**config.mk**
```make
export PLATFORM = sky130hd
export DESIGN_NAME = ep2_packet_rr_arbiter
export DESIGN_NICKNAME = d
export VERILOG_FILES = /design/src/rtl/ep2_packet_rr_arbiter_pkg.sv /design/src/rtl/ep2_packet_rr_arbiter_rr_priority_pick.sv /design/src/rtl/ep2_packet_rr_arbiter.sv
export SDC_FILE = /design/constraint.sdc
export NUM_CORES = 1
export LEC_CHECK = 0
export ABC_AREA = 1
export BUFFER_PORTS_ARGS = -buffer_cell sky130_fd_sc_hd__buf_2
export CAP_MARGIN = 20
export CORE_ASPECT_RATIO = 1.4
export CORE_MARGIN = 2
export CORE_UTILIZATION = 44
export CTS_CLUSTER_DIAMETER = 60
export DETAILED_ROUTE_END_ITERATION = 10
export GPL_TIMING_DRIVEN = 0
export PLACE_DENSITY = 0.79
export SKIP_LAST_GASP = 1
export SLEW_MARGIN = 30
export SYNTH_ARGS = -nofsm -noshare
export SYNTH_HDL_FRONTEND = slang
export SYNTH_SLANG_ARGS = --single-unit
```
**constraint.sdc**
```tcl
create_clock -name clk -period 1.5 [get_ports clk]
set_input_delay 0.075 -clock clk [delete_from_list [all_inputs] [get_ports clk]]
set_output_delay 0.075 -clock clk [all_outputs]
set_load 0.01 [all_outputs]
```
**src/rtl/ep2_packet_rr_arbiter_pkg.sv**
```systemverilog
// Shared ep2 definitions: arbiter FSM states and the select-width helper.
package ep2_packet_rr_arbiter_pkg;

    typedef enum logic {
        ST_IDLE = 1'b0,
        ST_BUSY = 1'b1
    } state_e;

    // An index field is at least one bit wide, even for a single port.
    function automatic int clog2_min1(input int n);
        return (n < 2) ? 1 : $clog2(n);
    endfunction

endpackage

```
**src/rtl/ep2_packet_rr_arbiter_rr_priority_pick.sv**
```systemverilog
// Combinational rotating-priority picker: first set request at or after ptr, wrapping.
module rr_priority_pick
    import ep2_packet_rr_arbiter_pkg::*;
#(
    parameter int NUM_PORTS = 2,
    parameter int SEL_WIDTH = clog2_min1(NUM_PORTS)
) (
    input  logic [NUM_PORTS-1:0] req_i,
    input  logic [SEL_WIDTH-1:0] ptr_i,
    output logic [SEL_WIDTH-1:0] idx_o,
    output logic                 found_o
);

    localparam logic [SEL_WIDTH:0] NP = (SEL_WIDTH + 1)'(NUM_PORTS);

    logic [SEL_WIDTH:0]   sum;
    logic [SEL_WIDTH-1:0] cand;

    // One extra bit on the sum keeps ptr+offset from overflowing before the wrap.
    always_comb begin
        idx_o   = '0;
        found_o = 1'b0;
        sum     = '0;
        cand    = '0;
        for (int off = 0; off < NUM_PORTS; off++) begin
            sum = {1'b0, ptr_i} + (SEL_WIDTH + 1)'(off);
            if (sum >= NP) sum = sum - NP;
            cand = sum[SEL_WIDTH-1:0];
            if (!found_o && req_i[cand]) begin
                idx_o   = cand;
                found_o = 1'b1;
            end
        end
    end

endmodule

```
**src/rtl/ep2_packet_rr_arbiter.sv**
```systemverilog
// Packet-atomic round-robin merge of NUM_PORTS AXI-Stream inputs, with a per-packet select stream.
module ep2_packet_rr_arbiter
    import ep2_packet_rr_arbiter_pkg::*;
#(
    parameter int NUM_PORTS      = 2,
    parameter int VAL_WIDTH      = 16,
    parameter int VAL_KEEP_WIDTH = VAL_WIDTH / 8,
    parameter int IS_STREAM      = 1,
    parameter int SEL_WIDTH      = clog2_min1(NUM_PORTS)
) (
    input  logic                                clk,
    input  logic                                rst,
    input  logic [NUM_PORTS*VAL_WIDTH-1:0]      s_axis_tdata,
    input  logic [NUM_PORTS*VAL_KEEP_WIDTH-1:0] s_axis_tkeep,
    input  logic [NUM_PORTS-1:0]                s_axis_tlast,
    input  logic [NUM_PORTS-1:0]                s_axis_tvalid,
    output logic [NUM_PORTS-1:0]                s_axis_tready,
    output logic [VAL_WIDTH-1:0]                m_val_axis_tdata,
    output logic [VAL_KEEP_WIDTH-1:0]           m_val_axis_tkeep,
    output logic                                m_val_axis_tlast,
    output logic                                m_val_axis_tvalid,
    input  logic                                m_val_axis_tready,
    output logic [SEL_WIDTH-1:0]                m_sel_axis_tdata,
    output logic                                m_sel_axis_tvalid,
    input  logic                                m_sel_axis_tready
);

    state_e                    state_q, state_d;
    logic [SEL_WIDTH-1:0]      rr_ptr_q, rr_ptr_d;
    logic [SEL_WIDTH-1:0]      grant_q, grant_d;
    logic [SEL_WIDTH-1:0]      sel_data_q, sel_data_d;
    logic                      sel_valid_q, sel_valid_d;
    logic [VAL_WIDTH-1:0]      val_data_q, val_data_d;
    logic [VAL_KEEP_WIDTH-1:0] val_keep_q, val_keep_d;
    logic                      val_last_q, val_last_d;
    logic                      val_valid_q, val_valid_d;

    logic [VAL_WIDTH-1:0]      in_data [NUM_PORTS];
    logic [VAL_KEEP_WIDTH-1:0] in_keep [NUM_PORTS];
    logic [SEL_WIDTH-1:0]      pick_idx;
    logic                      pick_found;
    logic                      sel_free, val_free, beat_last;

    for (genvar i = 0; i < NUM_PORTS; i++) begin : g_unpack
        assign in_data[i] = s_axis_tdata[i*VAL_WIDTH +: VAL_WIDTH];
        assign in_keep[i] = s_axis_tkeep[i*VAL_KEEP_WIDTH +: VAL_KEEP_WIDTH];
    end

    rr_priority_pick #(
        .NUM_PORTS (NUM_PORTS),
        .SEL_WIDTH (SEL_WIDTH)
    ) u_pick (
        .req_i   (s_axis_tvalid),
        .ptr_i   (rr_ptr_q),
        .idx_o   (pick_idx),
        .found_o (pick_found)
    );

    assign sel_free  = !sel_valid_q || m_sel_axis_tready;
    assign val_free  = !val_valid_q || m_val_axis_tready;
    // In beat mode every beat closes its own packet.
    assign beat_last = (IS_STREAM != 0) ? s_axis_tlast[grant_q] : 1'b1;

    always_comb begin
        state_d       = state_q;
        rr_ptr_d      = rr_ptr_q;
        grant_d       = grant_q;
        sel_data_d    = sel_data_q;
        sel_valid_d   = sel_valid_q && !m_sel_axis_tready;
        val_data_d    = val_data_q;
        val_keep_d    = val_keep_q;
        val_last_d    = val_last_q;
        val_valid_d   = val_valid_q && !m_val_axis_tready;
        s_axis_tready = '0;
        case (state_q)
            ST_IDLE: begin
                // Holding off while a sel word is pending keeps sel and data packet-aligned.
                if (pick_found && sel_free) begin
                    grant_d     = pick_idx;
                    sel_data_d  = pick_idx;
                    sel_valid_d = 1'b1;
                    state_d     = ST_BUSY;
                end
            end
            ST_BUSY: begin
                s_axis_tready[grant_q] = val_free;
                if (val_free && s_axis_tvalid[grant_q]) begin
                    val_data_d  = in_data[grant_q];
                    val_keep_d  = (IS_STREAM != 0) ? in_keep[grant_q] : '1;
                    val_last_d  = beat_last;
                    val_valid_d = 1'b1;
                    if (beat_last) begin
                        rr_ptr_d = (grant_q == SEL_WIDTH'(NUM_PORTS - 1)) ? '0 : grant_q + 1'b1;
                        state_d  = ST_IDLE;
                    end
                end
            end
            default: state_d = ST_IDLE;
        endcase
    end

    always_ff @(posedge clk) begin
        if (rst) begin
            state_q     <= ST_IDLE;
            rr_ptr_q    <= '0;
            grant_q     <= '0;
            sel_data_q  <= '0;
            sel_valid_q <= 1'b0;
            val_data_q  <= '0;
            val_keep_q  <= '0;
            val_last_q  <= 1'b0;
            val_valid_q <= 1'b0;
        end else begin
            state_q     <= state_d;
            rr_ptr_q    <= rr_ptr_d;
            grant_q     <= grant_d;
            sel_data_q  <= sel_data_d;
            sel_valid_q <= sel_valid_d;
            val_data_q  <= val_data_d;
            val_keep_q  <= val_keep_d;
            val_last_q  <= val_last_d;
            val_valid_q <= val_valid_d;
        end
    end

    assign m_val_axis_tdata  = val_data_q;
    assign m_val_axis_tkeep  = val_keep_q;
    assign m_val_axis_tlast  = val_last_q;
    assign m_val_axis_tvalid = val_valid_q;
    assign m_sel_axis_tdata  = sel_data_q;
    assign m_sel_axis_tvalid = sel_valid_q;

endmodule
```
==> reports/results.tsv <==
metric	value	unit
outcome	completed	
viasPerCell	4.62	
internal_power	0.000970	W
grt_antenna_before_repair	0	
nets	301	
drc_errors	0	
syn_inst	184	
cp_common_cell	buf_2	
p_seq_share	49.3	%
syn_nets	228	
coreArea	2640	µm²
grt_pass1_vias	1219	
cp-endpoint	s_axis_tready[1]	
combPwrFrac	31.9	%
clock_latency	0.31	ns
io_pins	68	
die_area	3270	µm²
htreeDepth	1	
fmax	737	MHz
cp.arrival	1.28	ns
pwr-share-clk	18.8	%
first_iter_violations	19	
total_power	0.00145	W
synth_seq_cells	24	
chipWidth	48.9	µm
grt_max_degree	13	
crit_start	m_sel_axis_tdata	
timing.rr.end	m_val_axis_tdata[1]	
switchingPower	0.000483	W
gp_congestion	0.781	
post_cts_buffers	0	
clockBufferDepth	2	
period_minus_slack	1.36	ns
rrSetupSlack	0.20	ns
r2r_cells	7	
slowest_delay	0.40	ns
cp-end-kind	primary output	
critPathKind	flop to primary output	
relSlewSlack	69.1	%
postSynthAreaPerCell	6.75	µm²
area.growth.synth_to_final	33.4	%
finalSetupViolCount	0	
synth_area_leaders	dfxtp_1 (39%), nand2_1 (26%), a21oi_1 (10%), nand3_2 (8.1%), nand3_1 (4.4%)	
clock-sinks	24	
drive_above_1_share	37.6	%
antenna_cells	0	
dieHeight	66.8	µm
wl	3.09	mm
numCtsBuffers	3	
switching_share	33.2	%
num_vias	1345	
maxCapViolations	0	
place_hpwl	2.41	mm
slew_viol_final	0	
nFillCells	285	
ant_nets	0	
synth_cell_types	17	
synth_seq_area_share	38.7	%
fin_setup_tns	0	ns
yosysWarningCount	0	
crit_fanout	10	
finalCritPeriodShare	90.4	%
ir_drop	582	µV
hold_viol_final	0	
cts_tree	yes	
finClkSkew	0.00587	ns
hold_path_class	input port to flop	
netlist_area	1240	µm²
p_leak	0.863	nW
place.port_buffers	67	
row_count	22	
start_util	47.0	%
grt_pass1_wl	5.09	mm
r2r_start	m_val_axis_tvalid	
wl_per_cell	10.6	µm
grt-ovfl-total	0	
synth_top_area_cell	dfxtp_1	
required	1.42	ns
clk_root_buffer_cell	clkbuf_4	
cp-start-kind	flop	
rsz0062_at_grt	no	
path_clk_slew	0.12	ns
multi_input_area	667	µm²
p_per_area	878	nW/µm²
slowest_stage	dfxtp_2	
grt_usage	20.2	%
firstDrtPassIters	4	
yosysTopAreaCellShare	38.7	%
seqCellArea	482	µm²
tightestPinTransition	0.464	ns
crit_chain	inv_2, buf_2, nor3_1, buf_2	
hp-start	s_axis_tvalid[1]	
-- sequential cells by signal, summed over array words and instances, names as in the netlist --
register and count:
state_q 1, m_sel_axis_tdata 1, m_val_axis_tkeep 2, m_val_axis_tdata 16, m_val_axis_tlast 1, m_val_axis_tvalid 1
rr_ptr_q 1, m_sel_axis_tvalid 1
-- worst max-delay path, delay by kind of cell (launching register included) --
family,cells,cell delay [ns]
flops,1,0.40
simple gates,1,0.18
buf+inv,3,0.40
-- power groups by stage --
stage	Sequential, W	Combinational [W]	Clock (W)
6_report	0.000716	0.000464	0.000273
5_1_grt	0.000723	0.000524	0.000322
4_1_cts	0.000715	0.000469	0.000280
3_5_place_dp	0.000730	0.000466	0
3_3_place_gp	0.000729	0.000460	0
2_1_floorplan	0.000750	0.000283	0
-- per-layer routing --
layer  global-route usage (%)  wire length [µm]  part of all wire [%]
met1                     22.2              1300                    42
met3                     2.91               163                   5.3
met2                     37.3              1570                    51
met4                     10.4                50                   1.6
met5                        0                 0                     0
-- kinds of logic (layout without fill, tap and decap cells) --
logic type,after synthesis,in the layout,synth area share (%)
and+or+nand+nor,115,115,42.3
buffers and inverters,19,90,7.56
AOI/OAI and AO/OA,26,26,11.4
DFF,24,24,38.7
-- stage by stage --
stage / cell area, µm² / cells / util, % / worst slack (ns) / hold slack (ns)
after floorplan: 1240 / 184 / - / 0.258 / 0.144
after global placement: 1620 / 287 / 61.4 / 0.178 / 0.295
after detailed placement: 1620 / 287 / 61.4 / 0.164 / 0.297
after CTS: 1650 / 291 / 62.6 / 0.0747 / 0.0239
after global routing: 1660 / 291 / 62.6 / 0.0270 / 0.0641
final: 1660 / 291 / 62.6 / 0.144 / 0.0313
-- cell usage in the layout (no fill, tap or decap), drive strengths merged --
| master | instances |
|---|---|
| a21oi | 26 |
| buf | 76 |
| clkbuf | 5 |
| dfxtp | 24 |
| dlygate4sd3 | 1 |
| inv | 8 |
| nand2 | 88 |
| nand3 | 21 |
| nor2 | 4 |
| nor3 | 2 |
-- repair_timing --
item	CTS	global route
setup endpoints to repair	0	1
hold endpoints to repair	2	0
resized for setup	0	1
hold buffers	1	0
-- worst min path at each step --
stage | depth (start not counted) | slack, ns | to
after CTS | 3 | 0.02 | m_sel_axis_tdata
after floorplan | 1 | 0.14 | m_val_axis_tkeep[1]
after detailed placement | 2 | 0.30 | m_val_axis_tlast
after global routing | 3 | 0.06 | m_sel_axis_tdata
final | 3 | 0.03 | m_sel_axis_tdata
after global placement | 2 | 0.29 | m_val_axis_tkeep[1]
-- area by class of cell --
class	count	area share, %
plain buffers	11	3.85
clock buffers	3	1.36
inverters	8	1.81
multi-input cells	141	40.3
flip-flops and latches	24	29.1
well taps	36	2.72
repair buffers	68	20.9
-- synthesized netlist by cell type --
| cell | instances |
|---|---|
| nor2_2 | 1 |
| nor3_1 | 2 |
| nand2_4 | 1 |
| nand2_1 | 85 |
| nand3_2 | 10 |
| clkbuf_1 | 2 |
| nand2_2 | 2 |
| dfxtp_1 | 24 |
| buf_6 | 2 |
| inv_2 | 2 |
| a21oi_1 | 25 |
| buf_1 | 1 |
| buf_2 | 6 |
| nor2_1 | 3 |
| a21oi_4 | 1 |
| inv_1 | 6 |
| nand3_1 | 11 |
No activity file was read; power rests on OpenSTA's default activity.
